--- src/rtl/uart_sort_pkg.sv ---
// Shared types and defaults for the UART bubble-sort controller slice.
package uart_sort_pkg;

  localparam int N_BYTES_DEF = 8;
  localparam int IDX_W_DEF   = 4;

  typedef enum logic [2:0] {
    S_COLLECT = 3'd0,
    S_SORT    = 3'd1,
    S_TX_LOAD = 3'd2,
    S_TX_WAIT = 3'd3,
    S_DONE    = 3'd4
  } state_t;

endpackage

--- src/rtl/uart_sort_buffer.sv ---
// N_BYTES x 8 register file with one adjacent compare/swap unit (slot cmp_idx vs cmp_idx+1).
module uart_sort_buffer
  import uart_sort_pkg::*;
#(
  parameter int N_BYTES = N_BYTES_DEF,
  parameter int IDX_W   = IDX_W_DEF
) (
  input  logic             i_Clock,
  input  logic             i_Reset,
  input  logic             wr_en,
  input  logic [IDX_W-1:0] wr_idx,
  input  logic [7:0]       wr_data,
  input  logic             cmp_en,
  input  logic [IDX_W-1:0] cmp_idx,
  input  logic [IDX_W-1:0] rd_idx,
  output logic [7:0]       rd_data,
  output logic             swap_flag
);

  logic [7:0]       mem [N_BYTES];
  logic [7:0]       lo_byte;
  logic [7:0]       hi_byte;
  logic [IDX_W-1:0] hi_idx;

  assign hi_idx = cmp_idx + IDX_W'(1);

  // Index decode by loop keeps the index width independent of N_BYTES.
  always_comb begin
    rd_data = '0;
    lo_byte = '0;
    hi_byte = '0;
    for (int i = 0; i < N_BYTES; i++) begin
      if (IDX_W'(i) == rd_idx)  rd_data = mem[i];
      if (IDX_W'(i) == cmp_idx) lo_byte = mem[i];
      if (IDX_W'(i) == hi_idx)  hi_byte = mem[i];
    end
  end

  // Strict greater-than: equal bytes never swap.
  assign swap_flag = lo_byte > hi_byte;

  // NOTE: the buffer must read back as 8'h00 after reset, so this small array is
  // reset like ordinary flops; a large RAM would be left unreset instead.
  always_ff @(posedge i_Clock or posedge i_Reset) begin
    if (i_Reset) begin
      for (int i = 0; i < N_BYTES; i++) mem[i] <= '0;
    end else begin
      for (int i = 0; i < N_BYTES; i++) begin
        if (wr_en && IDX_W'(i) == wr_idx) begin
          mem[i] <= wr_data;
        end else if (cmp_en && swap_flag) begin
          if (IDX_W'(i) == cmp_idx)     mem[i] <= hi_byte;
          else if (IDX_W'(i) == hi_idx) mem[i] <= lo_byte;
        end
      end
    end
  end

endmodule

--- src/rtl/uart_sort_ctrl.sv ---
// Sequencer between uart_rx and uart_tx: collect a frame, bubble-sort it in place,
// then stream it out one byte per Tx handshake.
module uart_sort_ctrl
  import uart_sort_pkg::*;
#(
  parameter int N_BYTES = N_BYTES_DEF,
  parameter int IDX_W   = IDX_W_DEF
) (
  input  logic       i_Clock,
  input  logic       i_Reset,
  input  logic       i_Rx_DV,
  input  logic [7:0] i_Rx_Byte,
  input  logic       i_Tx_Done,
  output logic       o_Tx_DV,
  output logic [7:0] o_Tx_Byte,
  output logic       o_Busy,
  output logic       o_Overrun,
  output logic       o_Frame_Done
);

  localparam logic [IDX_W-1:0] LAST_IDX  = IDX_W'(N_BYTES - 1);
  localparam logic [IDX_W-1:0] LAST_PASS = IDX_W'(N_BYTES - 2);

  state_t           state, state_nxt;
  logic [IDX_W-1:0] count, count_nxt;
  logic [IDX_W-1:0] pass, pass_nxt;
  logic [IDX_W-1:0] idx, idx_nxt;
  logic             swapped, swapped_nxt;
  logic             wr_en, cmp_en, tx_load, swap_flag;
  logic [7:0]       rd_data;

  uart_sort_buffer #(.N_BYTES(N_BYTES), .IDX_W(IDX_W)) u_buffer (
    .i_Clock  (i_Clock),
    .i_Reset  (i_Reset),
    .wr_en    (wr_en),
    .wr_idx   (count),
    .wr_data  (i_Rx_Byte),
    .cmp_en   (cmp_en),
    .cmp_idx  (idx),
    .rd_idx   (count),
    .rd_data  (rd_data),
    .swap_flag(swap_flag)
  );

  always_ff @(posedge i_Clock or posedge i_Reset) begin
    if (i_Reset) begin
      state   <= S_COLLECT;
      count   <= '0;
      pass    <= '0;
      idx     <= '0;
      swapped <= 1'b0;
    end else begin
      state   <= state_nxt;
      count   <= count_nxt;
      pass    <= pass_nxt;
      idx     <= idx_nxt;
      swapped <= swapped_nxt;
    end
  end

  // NOTE: every signal gets a default before the case so no path leaves one
  // unassigned (no latches); blocking '=' is correct here, '<=' only in always_ff.
  always_comb begin
    state_nxt   = state;
    count_nxt   = count;
    pass_nxt    = pass;
    idx_nxt     = idx;
    swapped_nxt = swapped;
    wr_en       = 1'b0;
    cmp_en      = 1'b0;
    tx_load     = 1'b0;
    case (state)
      S_COLLECT: begin
        if (i_Rx_DV) begin
          wr_en = 1'b1;
          if (count == LAST_IDX) begin
            count_nxt   = '0;
            pass_nxt    = '0;
            idx_nxt     = '0;
            swapped_nxt = 1'b0;
            state_nxt   = S_SORT;
          end else begin
            count_nxt = count + IDX_W'(1);
          end
        end
      end
      S_SORT: begin
        cmp_en = 1'b1;
        // The swap decided this cycle counts toward the pass's early-exit test.
        if (idx == LAST_PASS - pass) begin
          if (!(swapped || swap_flag) || pass == LAST_PASS) begin
            count_nxt = '0;
            state_nxt = S_TX_LOAD;
          end else begin
            pass_nxt    = pass + IDX_W'(1);
            idx_nxt     = '0;
            swapped_nxt = 1'b0;
          end
        end else begin
          idx_nxt     = idx + IDX_W'(1);
          swapped_nxt = swapped || swap_flag;
        end
      end
      S_TX_LOAD: begin
        tx_load   = 1'b1;
        state_nxt = S_TX_WAIT;
      end
      S_TX_WAIT: begin
        if (i_Tx_Done) begin
          if (count == LAST_IDX) begin
            state_nxt = S_DONE;
          end else begin
            count_nxt = count + IDX_W'(1);
            state_nxt = S_TX_LOAD;
          end
        end
      end
      S_DONE: begin
        count_nxt = '0;
        state_nxt = S_COLLECT;
      end
      default: state_nxt = S_COLLECT;
    endcase
  end

  // Tx strobe and byte are registered together so the byte is valid with the strobe.
  always_ff @(posedge i_Clock or posedge i_Reset) begin
    if (i_Reset) begin
      o_Tx_DV   <= 1'b0;
      o_Tx_Byte <= '0;
      o_Overrun <= 1'b0;
    end else begin
      o_Tx_DV   <= tx_load;
      if (tx_load) o_Tx_Byte <= rd_data;
      o_Overrun <= i_Rx_DV && (state != S_COLLECT);
    end
  end

  assign o_Busy       = (state != S_COLLECT);
  assign o_Frame_Done = (state == S_DONE);

endmodule
--- config.mk ---
export PLATFORM = sky130hd
export DESIGN_NAME = uart_sort_ctrl
export DESIGN_NICKNAME = d
export VERILOG_FILES = /design/src/rtl/uart_sort_pkg.sv /design/src/rtl/uart_sort_buffer.sv /design/src/rtl/uart_sort_ctrl.sv
export SDC_FILE = /design/constraint.sdc
export NUM_CORES = 1
export LEC_CHECK = 0
export CAP_MARGIN = 30
export CORE_MARGIN = 2
export CORE_UTILIZATION = 30
export CTS_CLUSTER_SIZE = 20
export DETAILED_ROUTE_END_ITERATION = 6
export SLEW_MARGIN = 15
export SYNTH_ARGS = -nofsm -noshare
export SYNTH_HDL_FRONTEND = slang
export SYNTH_SLANG_ARGS = --single-unit
--- constraint.sdc ---
create_clock -name i_Clock -period 9.8 [get_ports i_Clock]
set_clock_uncertainty 0.2 [all_clocks]
set_input_delay 1.96 -clock i_Clock [delete_from_list [all_inputs] [get_ports i_Clock]]
set_output_delay 1.96 -clock i_Clock [all_outputs]
set_load 0.02 [all_outputs]
======== After elaboration in Yosys (flattened, before gate mapping) ========
Cells that the tools add are included.
word-level totals
  bits in writable memories ............... 0
  memories ................................ 0
  register bits after elaboration ......... 90
  bits in latches ......................... 0
  bits of input ports ..................... 12
  bits in read-only memories .............. 0
  logic and storage cells ................. 192
operators by class
  multiplexer cells ....................... 87
  bitwise logic cells ..................... 0
  multiply operators ...................... 0
  reduce and logical (&&, ||, !) cells .... 48
  shift-type cells ........................ 0
  add/subtract/negate cells ............... 4
  div/mod/pow operators ................... 0
  magnitude comparators ................... 1
  eq/ne operators ......................... 36
operators with widths
  kind                                                                    count
  8-bit 2-to-1 mux                                                        56
  3-bit by 4-bit equality test with 1-bit output (first input constant)   12
  4-bit 2-to-1 mux                                                        12
  3-bit nonzero test                                                      9
  2-bit by 4-bit equality test with 1-bit output (first input constant)   6
  3-bit 2-to-1 mux                                                        6
  2-bit nonzero test                                                      9
  4-bit one-hot mux with 2 select lines                                   2
  4-bit one-hot mux with 4 select lines                                   1
  2-bit AND reduction                                                     8
  2-bit != test (second input constant)                                   7
  4-bit by 1-bit adder with 4-bit output (second input constant)          3
  1-bit by 4-bit equality test with 1-bit output (first input constant)   3
  4-bit zero test                                                         3
  3-bit one-hot mux with 4 select lines                                   1
  1-bit logical AND                                                       10
  5-bit AND reduction                                                     2
  4-bit by 3-bit equality test with 1-bit output (second input constant)  2
  8-bit > comparator                                                      1
  1-bit 2-to-1 mux                                                        8
  3-bit by 2-bit equality test with 1-bit output (second input constant)  2
  6-bit AND reduction                                                     1
  4-bit equality test                                                     1
  4-bit AND reduction                                                     1
  9 further kinds                                                         10

======== Longest topological paths before layout ========
Gate-level depths: netlist of run 1.
  depth in word-level cells ............... 17
  mapped depth ............................ 21

======== Cells and area by module ========
Synthesis of run 1 repeated with hierarchy kept, for this count alone.
second synthesis, totals
  cells, all modules ...................... 885
  area, all modules ....................... 7,273.2 um2
modules (own cells, without submodules)
  module            cells each  instances  sequential area each (um2)  area each (um2)
  uart_sort_buffer  755         1          1,601.5                     5,876.9
  uart_sort_ctrl    130         1          650.6                       1,396.3

======== Worst setup path after synthesis of run 1 ========
No wires, ideal clock.
  kind .................................... reg-to-reg
  start ................................... register idx[1]
  end ..................................... register u_buffer.mem[15] in the netlist's numbering
  required time ........................... 9.474 ns
  slack ................................... 5.680 ns
  library setup time ...................... 0.126 ns
  data arrival time ....................... 3.793 ns
  cell stages (with the launch flop) ...... 20
  cell sequence ........................... dfrtp_1 buf_4 inv_1 ha_1 buf_2 buf_2 clkbuf_1 a21oi_1 a21oi_1 o211a_2 inv_1 ha_1 and3_1 a221o_1 a21oi_2 nor2_2 buf_2 o211ai_1 o32ai_1 a221o_1
on the way
  longest elaborated chain between the ends .. 14
ends and longest elaborated chain
  what                                    line                    source
  start, declared                         uart_sort_ctrl.sv:27    logic [IDX_W-1:0] idx, idx_nxt;
  start signal, assigned                  uart_sort_ctrl.sv:56    idx <= idx_nxt;
  4-bit by 1-bit adder with 4-bit output  uart_sort_buffer.sv:25  assign hi_idx = cmp_idx + IDX_W'(1);
  4-bit zero test                         uart_sort_buffer.sv:35  if (IDX_W'(i) == hi_idx) hi_byte = mem[i];
  8-bit 2-to-1 mux (8 in a row)           uart_sort_buffer.sv:35
  8-bit > comparator                      uart_sort_buffer.sv:40  assign swap_flag = lo_byte > hi_byte;
  1-bit logical AND                       uart_sort_buffer.sv:51  end else if (cmp_en && swap_flag) begin
  2-bit nonzero test (no line)            --
  2-bit AND reduction (no line)           --
  end signal, assigned by index           uart_sort_buffer.sv:50  mem[i] <= wr_data;
  end signal, assigned by index           uart_sort_buffer.sv:52  if (IDX_W'(i) == cmp_idx) mem[i] <= hi_byte;
  end signal, assigned by index           uart_sort_buffer.sv:53  else if (IDX_W'(i) == hi_idx) mem[i] <= lo_byte;
  end, declared                           uart_sort_buffer.sv:20  logic [7:0] mem [N_BYTES];
Several ways; a longest one is shown, not always the timed one. The select of a mux whose other input is x is not followed.
A chain may end at the register's enable or synchronous reset.

======== Final worst setup path of run 1 ========
  start ................................... register idx[1]
  end ..................................... register u_buffer.mem[7] in the netlist's numbering
The elaborated chain is that of the path after synthesis.

==> results of run 1 <==
==> worst max path at each step <==
stage,start,to,slack [ns],cells after the start
floorplan,i_Reset,count[0],5.30,1
global placement,idx[1],u_buffer.mem[15],3.92,17
detailed placement,idx[1],u_buffer.mem[7],3.97,16
CTS,idx[1],u_buffer.mem[7],3.96,16
global route,idx[1],u_buffer.mem[7],3.52,16
finish,idx[1],u_buffer.mem[7],3.65,16
==> kinds of logic after synthesis <==
group,count (synthesis),share of synthesized area (%)
adder cells (fa/ha/maj),21,3.58
multiplexers,6,0.886
XOR/XNOR,7,0.834
buffers and inverters,106,7.05
flip-flops,90,30.7
AND/OR/NAND/NOR,292,19.8
AO/OA/AOI/OAI,369,37.2
==> layer usage <==
layer	share of wire, %	global-route usage [%]	up-vias
met5	0	0	-
met3	12	5.63	157
li1	-	-	3407
met2	42	38.0	723
met1	39	35.3	3856
met4	7.0	16.1	0
==> Yosys cell counts (all sizes together), types with 9 or more instances <==
cell type	n	area, um2
a221o	44	440
a211oi	17	140
a21oi	75	402
a22oi	16	130
ha	21	263
o21ai	56	295
nor2	79	304
nand3	20	105
o22ai	44	282
buf	39	264
a211o	11	96.3
o221ai	11	96.3
nor2b	12	75.1
clkbuf	24	92.6
and3	9	56.3
nor3	12	71.3
inv	43	161
nand2b	12	75.1
nand2	100	375
a221oi	22	199
dfrtp	90	2250
nand3b	11	82.6
o211ai	10	80.1
==> power by group through the flow <==
| stage | Combinational [mW] | Clock [mW] | Sequential (mW) |
|---|---|---|---|
| after floorplan | 1.53 | 0 | 0.668 |
| after global placement | 2.20 | 0 | 0.762 |
| after detailed placement | 2.18 | 0 | 0.757 |
| after CTS | 2.19 | 0.423 | 0.752 |
| after global routing | 2.41 | 0.436 | 0.781 |
| final | 2.29 | 0.420 | 0.767 |
==> final cells by class <==
| cell class | instances | share of cell area (%) |
|---|---|---|
| Clock buffer | 10 | 2.96 |
| Clock inverter | 5 | 1.27 |
| Inverter | 43 | 2.03 |
| Multi-Input combinational cell | 695 | 56.7 |
| Sequential cell | 90 | 27.9 |
| Tap cell | 324 | 5.02 |
| Timing Repair Buffer | 37 | 4.12 |
==> critical path: stages, from the launching register on <==
cell and delay [ns]:
dfrtp_1 0.59, ha_1 0.23, buf_4 0.33, inv_2 0.21
nor4_4 0.88, o21ai_1 0.33, o221ai_1 0.30, o211a_2 0.35
inv_1 0.12, ha_1 0.35, and3_1 0.22, a221o_1 0.33
a21oi_2 0.30, nor2_2 0.05, buf_4 0.29, a21oi_1 0.68
a211oi_1 0.19
==> sequential cells by signal, summed over array words and instances (netlist names) <==
register,flops
count,4
idx,4
o_Overrun,1
o_Tx_Byte,8
o_Tx_DV,1
pass,4
state,3
swapped,1
u_buffer.mem,64
==> through the flow <==
step / instance area, um2 / hold slack (ns)
after global routing: 8080 / 0.315
after detailed placement: 7730 / 0.277
after floorplan: 7350 / 0.259
after global placement: 7720 / 0.274
final: 8080 / 0.297
after CTS: 8070 / 0.292
==> results.py, run 1 <==
metrics = {
    "pwr": {
        "power_switching_mw": 1.93,
        "switching_share_pct": 55.6,
        "leakage_nw": 3.01,
        "ir_drop_mv": 0.132,
        "intPower_mw": 1.54,
        "p_seq_share_pct": 22.0,
        "clockPowerShare_pct": 12.1,
        "p_comb_share_pct": 65.9,
        "powerDensity_nw_per_um2": 431,
        "power_mw": 3.48,
    },
    "setup_path": {
        "r2r-end": "u_buffer.mem[7]",
        "r2r_setup_slack_ns": 3.65,
        "start_kind": "register",
        "endpoint_kind": "register",
        "r2r_start": "idx[1]",
        "critPathMaxFanout": 31,
        "r2r_cells": 16,
        "crit_type": "reg2reg",
        "cp.required_ns": 9.80,
        "crit_arrival_ns": 6.15,
    },
    "synth": {
        "ys_warn_count": 0,
        "synth.yosys.seq_area_share_pct": 30.7,
        "synthFlopType": "dfrtp_1",
        "syn_area_um2": 7350,
        "synth_nets": 924,
        "syn_avg_cell_area_um2": 8.25,
        "ys_seq_elements": 90,
        "synth_cell_types": 89,
        "synth_edf_count": 0,
        "syn_inst": 891,
        "async_flop_share_pct": 100,
    },
    "placement": {
        "io_buffers": 23,
        "globalplace.congestion": 1.04,
        "pre_cts_slack_ns": 3.97,
        "dp_hpwl_um": 24100,
        "dpl.cell_count": 1188,
    },
    "global_route": {
        "grt_pass1_wl_um": 50500,
        "grt_pass1_vias": 7734,
        "grt_max_degree": 55,
        "grtUsageTotal_pct": 26.1,
        "antenna_found_initial": 0,
        "grt_remaining_overflow": 0,
    },
    "routing": {
        "wl_per_cell_um": 28.2,
        "dr.pass1.iters": 6,
        "vias": 8143,
        "drt_drc_violations_left": 0,
        "drt-total-wl_um": 34000,
        "routed_via_density": 6.76,
        "ant_nets": 0,
        "drt_iter0_drc": 1243,
    },
    "timing": {
        "max_freq_mhz": 163,
        "final_hold_viol_count": 0,
        "setup_ws_ns": 3.65,
        "worstMarginPinSlew_ns": 0.998,
        "slew_viol_final": 0,
        "slew_headroom_pct": 33.4,
        "min_period_ns": 6.15,
        "timing.final.crit_share_pct": 62.7,
        "setup_viol": 0,
        "final.setup.tns_ns": 0,
        "rsz0062_at_grt": "no",
    },
    "job": {
        "maxCapViolCount": 0,
    },
    "die": {
        "die_area_um2": 25800,
        "die_w_um": 160,
        "die_y_um": 160,
        "core_area_um2": 24200,
        "pin_count": 24,
        "rows": 57,
        "initial_utilization_pct": 30.4,
    },
    "cts": {
        "cts_tree": "built",
        "cts.sinks": 90,
        "clk_pin_slew_ns": 0.07,
        "clock_tree.root_cell": "clkbuf_16",
        "clk-insertion-delay-late_ns": 0.37,
        "postCtsSetupBuffers": 0,
        "cts-resized-gates": 0,
        "cts_max_path_buffers": 2,
        "numCtsBuffers": 9,
        "h-tree-depth": 3,
        "postCtsHoldBufs": 0,
    },
    "layout": {
        "final_cell_count_no_fill": 1204,
        "regArea_um2": 2250,
        "layout-drive-gt1-share_pct": 8.86,
        "final_common_cell": "nand2_1",
        "area_growth_pct": 9.95,
        "fillers": 2537,
        "mostFrequentLayoutCells": "nand2_1, dfrtp_1, nor2_1",
        "fin_nets": 909,
        "fin_util_pct": 33.4,
        "multi_input_area_um2": 4580,
        "antenna_cells": 0,
    },
    "worst_hold_path": {
        "worstHoldEndpoint": "u_buffer.mem[42]",
        "hold_class": "reg2reg",
        "hp-start": "u_buffer.mem[42]",
        "hold_depth": 1,
    },
    "status": {
        "outcome": "finished clean",
    },
}
Power figures use the tool's default switching activity.
==> run 2, diff against run 1 <==
==> constraint.sdc (replaced) <==
create_clock -name i_Clock -period 5.28 [get_ports i_Clock]
set_clock_uncertainty 0.2 [all_clocks]
set_input_delay 1.056 -clock i_Clock [delete_from_list [all_inputs] [get_ports i_Clock]]
set_output_delay 1.056 -clock i_Clock [all_outputs]
set_load 0.02 [all_outputs]
==> run 2 against run 1 <==
Against the previous run:
- cell count is 2.7% higher
- register-to-register slack worse by 3.6 ns
- clock power up 65%
- combinational power rose by 93%
- hold slack got worse by 0.0033 ns
- wire length down 2.2%
- non-clock buffer count increased by 32
- worst setup slack worse by 3.6 ns
- first-iteration DRC count is 2.6% lower
- largest cell class unchanged
==> results.py, run 2 (same netlist as run 1, synthesis figures left out) <==
metrics = {
    "layout": {
        "fillers": 2512,
        "final_common_cell": "nand2_1",
        "top_register": "u_buffer.mem",
        "antenna_cells": 0,
        "area_growth_pct": 13.3,
        "largest_reg_flops": 64,
        "fin_nets": 941,
        "mostFrequentLayoutCells": "nand2_1, dfrtp_1, nor2_1",
        "layout-drive-gt1-share_pct": 12.4,
        "reg_top3": "u_buffer.mem: 64 flops, o_Tx_Byte: 8 flops",
    },
    "die": {
        "die_w_um": 160,
        "pin_count": 24,
        "die_y_um": 160,
        "rows": 57,
        "initial_utilization_pct": 30.4,
        "die_area_um2": 25800,
        "core_area_um2": 24200,
    },
    "timing": {
        "final.setup.tns_ns": 0,
        "timing.final.crit_share_pct": 98.8,
        "slew_viol_final": 0,
        "setup_viol": 0,
        "rsz0062_at_grt": "no",
        "slew_headroom_pct": 28.7,
        "max_freq_mhz": 192,
        "final_hold_viol_count": 0,
        "setup_ws_ns": 0.0612,
        "min_period_ns": 5.22,
        "worstMarginPinSlew_ns": 1.07,
    },
    "routing": {
        "drt_drc_violations_left": 0,
        "vias": 8256,
        "ant_nets": 0,
        "drt_iter0_drc": 1211,
        "routed_via_density": 6.68,
        "wl_per_cell_um": 26.9,
        "dr.pass1.iters": 6,
        "drt-total-wl_um": 33300,
    },
    "placement": {
        "pre_cts_slack_ns": 0.280,
        "globalplace.congestion": 1.10,
        "dp_hpwl_um": 24700,
        "io_buffers": 23,
    },
    "pwr": {
        "powerDensity_nw_per_um2": 784,
        "leakage_nw": 3.15,
        "ir_drop_mv": 0.362,
    },
    "cts": {
        "h-tree-depth": 3,
        "clock_tree.root_cell": "clkbuf_16",
        "clk-insertion-delay-late_ns": 0.37,
        "cts_max_path_buffers": 2,
        "clk_pin_slew_ns": 0.07,
        "cts_tree": "built",
        "postCtsHoldBufs": 0,
        "numCtsBuffers": 9,
        "cts.sinks": 90,
    },
    "setup_path": {
        "critPathMaxFanout": 21,
        "critPathMaxStageDelay_ns": 0.61,
        "cp_top_family": "compound AO/OA/AOI/OAI gates",
        "cp.required_ns": 5.38,
        "endpoint_kind": "register",
        "start_kind": "register",
        "path_buf_inv": 3,
        "cpMaxStageDelayCell": "dfrtp_1",
        "crit_arrival_ns": 5.31,
        "crit_chain": "inv_1 > ha_4 > buf_4 > nor4b_2 > a211oi_1 > a21oi_1 > a31oi_2 > o21a_1 > ha_1 > a21o_1 > a221o_1 > a21oi_2 > nor2_2 > buf_4 > a21oi_1 > a221o_1",
        "crit_type": "reg2reg",
    },
    "global_route": {
        "grt_pass1_vias": 7772,
        "grt_max_degree": 67,
        "antenna_found_initial": 1,
        "grtUsageTotal_pct": 25.5,
        "grt_remaining_overflow": 0,
        "grt_pass1_wl_um": 49600,
    },
    "job": {
        "maxCapViolCount": 0,
    },
    "worst_hold_path": {
        "hold_class": "reg2reg",
    },
    "status": {
        "outcome": "finished clean",
    },
}
## run 2: worst paths after layout
path | start | to | slack, ns | cells after the start
min in group asynchronous | i_Reset | u_buffer.mem[35] | 1.02 | 2
max in group asynchronous | i_Reset | idx[1] | 2.89 | 3
setup / recovery | idx[0] | u_buffer.mem[5] | 0.06 | 16
hold reg to reg | o_Tx_Byte[3] | o_Tx_Byte[3] | 0.29 | 2
hold / removal | o_Tx_Byte[3] | o_Tx_Byte[3] | 0.29 | 2
setup reg to reg | idx[0] | u_buffer.mem[5] | 0.06 | 16
## run 2: layout make-up
type                    count  area [um2]  share of cell area, %
well taps                 324         405                   4.87
clock inverters             4        51.3                  0.616
repair buffers             69         581                   6.98
inverters                  43         168                   2.01
flip-flops and latches     90        2250                   27.1
clock buffers              11         253                   3.04
multi-input cells         695        4610                   55.4
## run 2: where the power goes
group          total (mW)  switching, mW  internal, mW
Sequential           1.42          0.437         0.982
Clock               0.693          0.303         0.391
Combinational        4.41           2.86          1.55
Total                6.53           3.60          2.92
## run 2: worst register-to-register path, delay by kind of cell, from the launching register on
kind,cells,cell delay [ns]
and+or+nand+nor,2,0.60
DFF,1,0.61
adders and majority gates,2,0.62
AOI/OAI and AO/OA,9,2.48
buffers and inverters,3,0.64
## run 2: metal layers
metal  track usage (%)  vias up  wire, um
li1                  -     3458         -
met3              7.57      155      4310
met1              34.7     3966     13300
met5                 0        -         0
met2              36.4      677     13600
met4              13.3        0      2030
## run 2: what timing repair did
item                                    4_1_cts  5_1_grt
resized for setup                             0        6
buffers inserted                              0        2
endpoints found under the setup margin        0       13
## run 2: through the flow
step / hold WS [ns] / area (um2) / util [%] / power, mW / instances
global placement: 0.275 / 7950 / 32.9 / 5.57 / 1217
CTS: 0.305 / 8260 / 34.2 / 6.26 / 1233
detailed placement: 0.278 / 7950 / 32.9 / 5.56 / 1218
floorplan: 0.259 / 7350 / - / 4.09 / 891
global route: 0.321 / 8320 / 34.4 / 6.78 / 1236
finish: 0.294 / 8320 / 34.4 / 6.53 / 1236
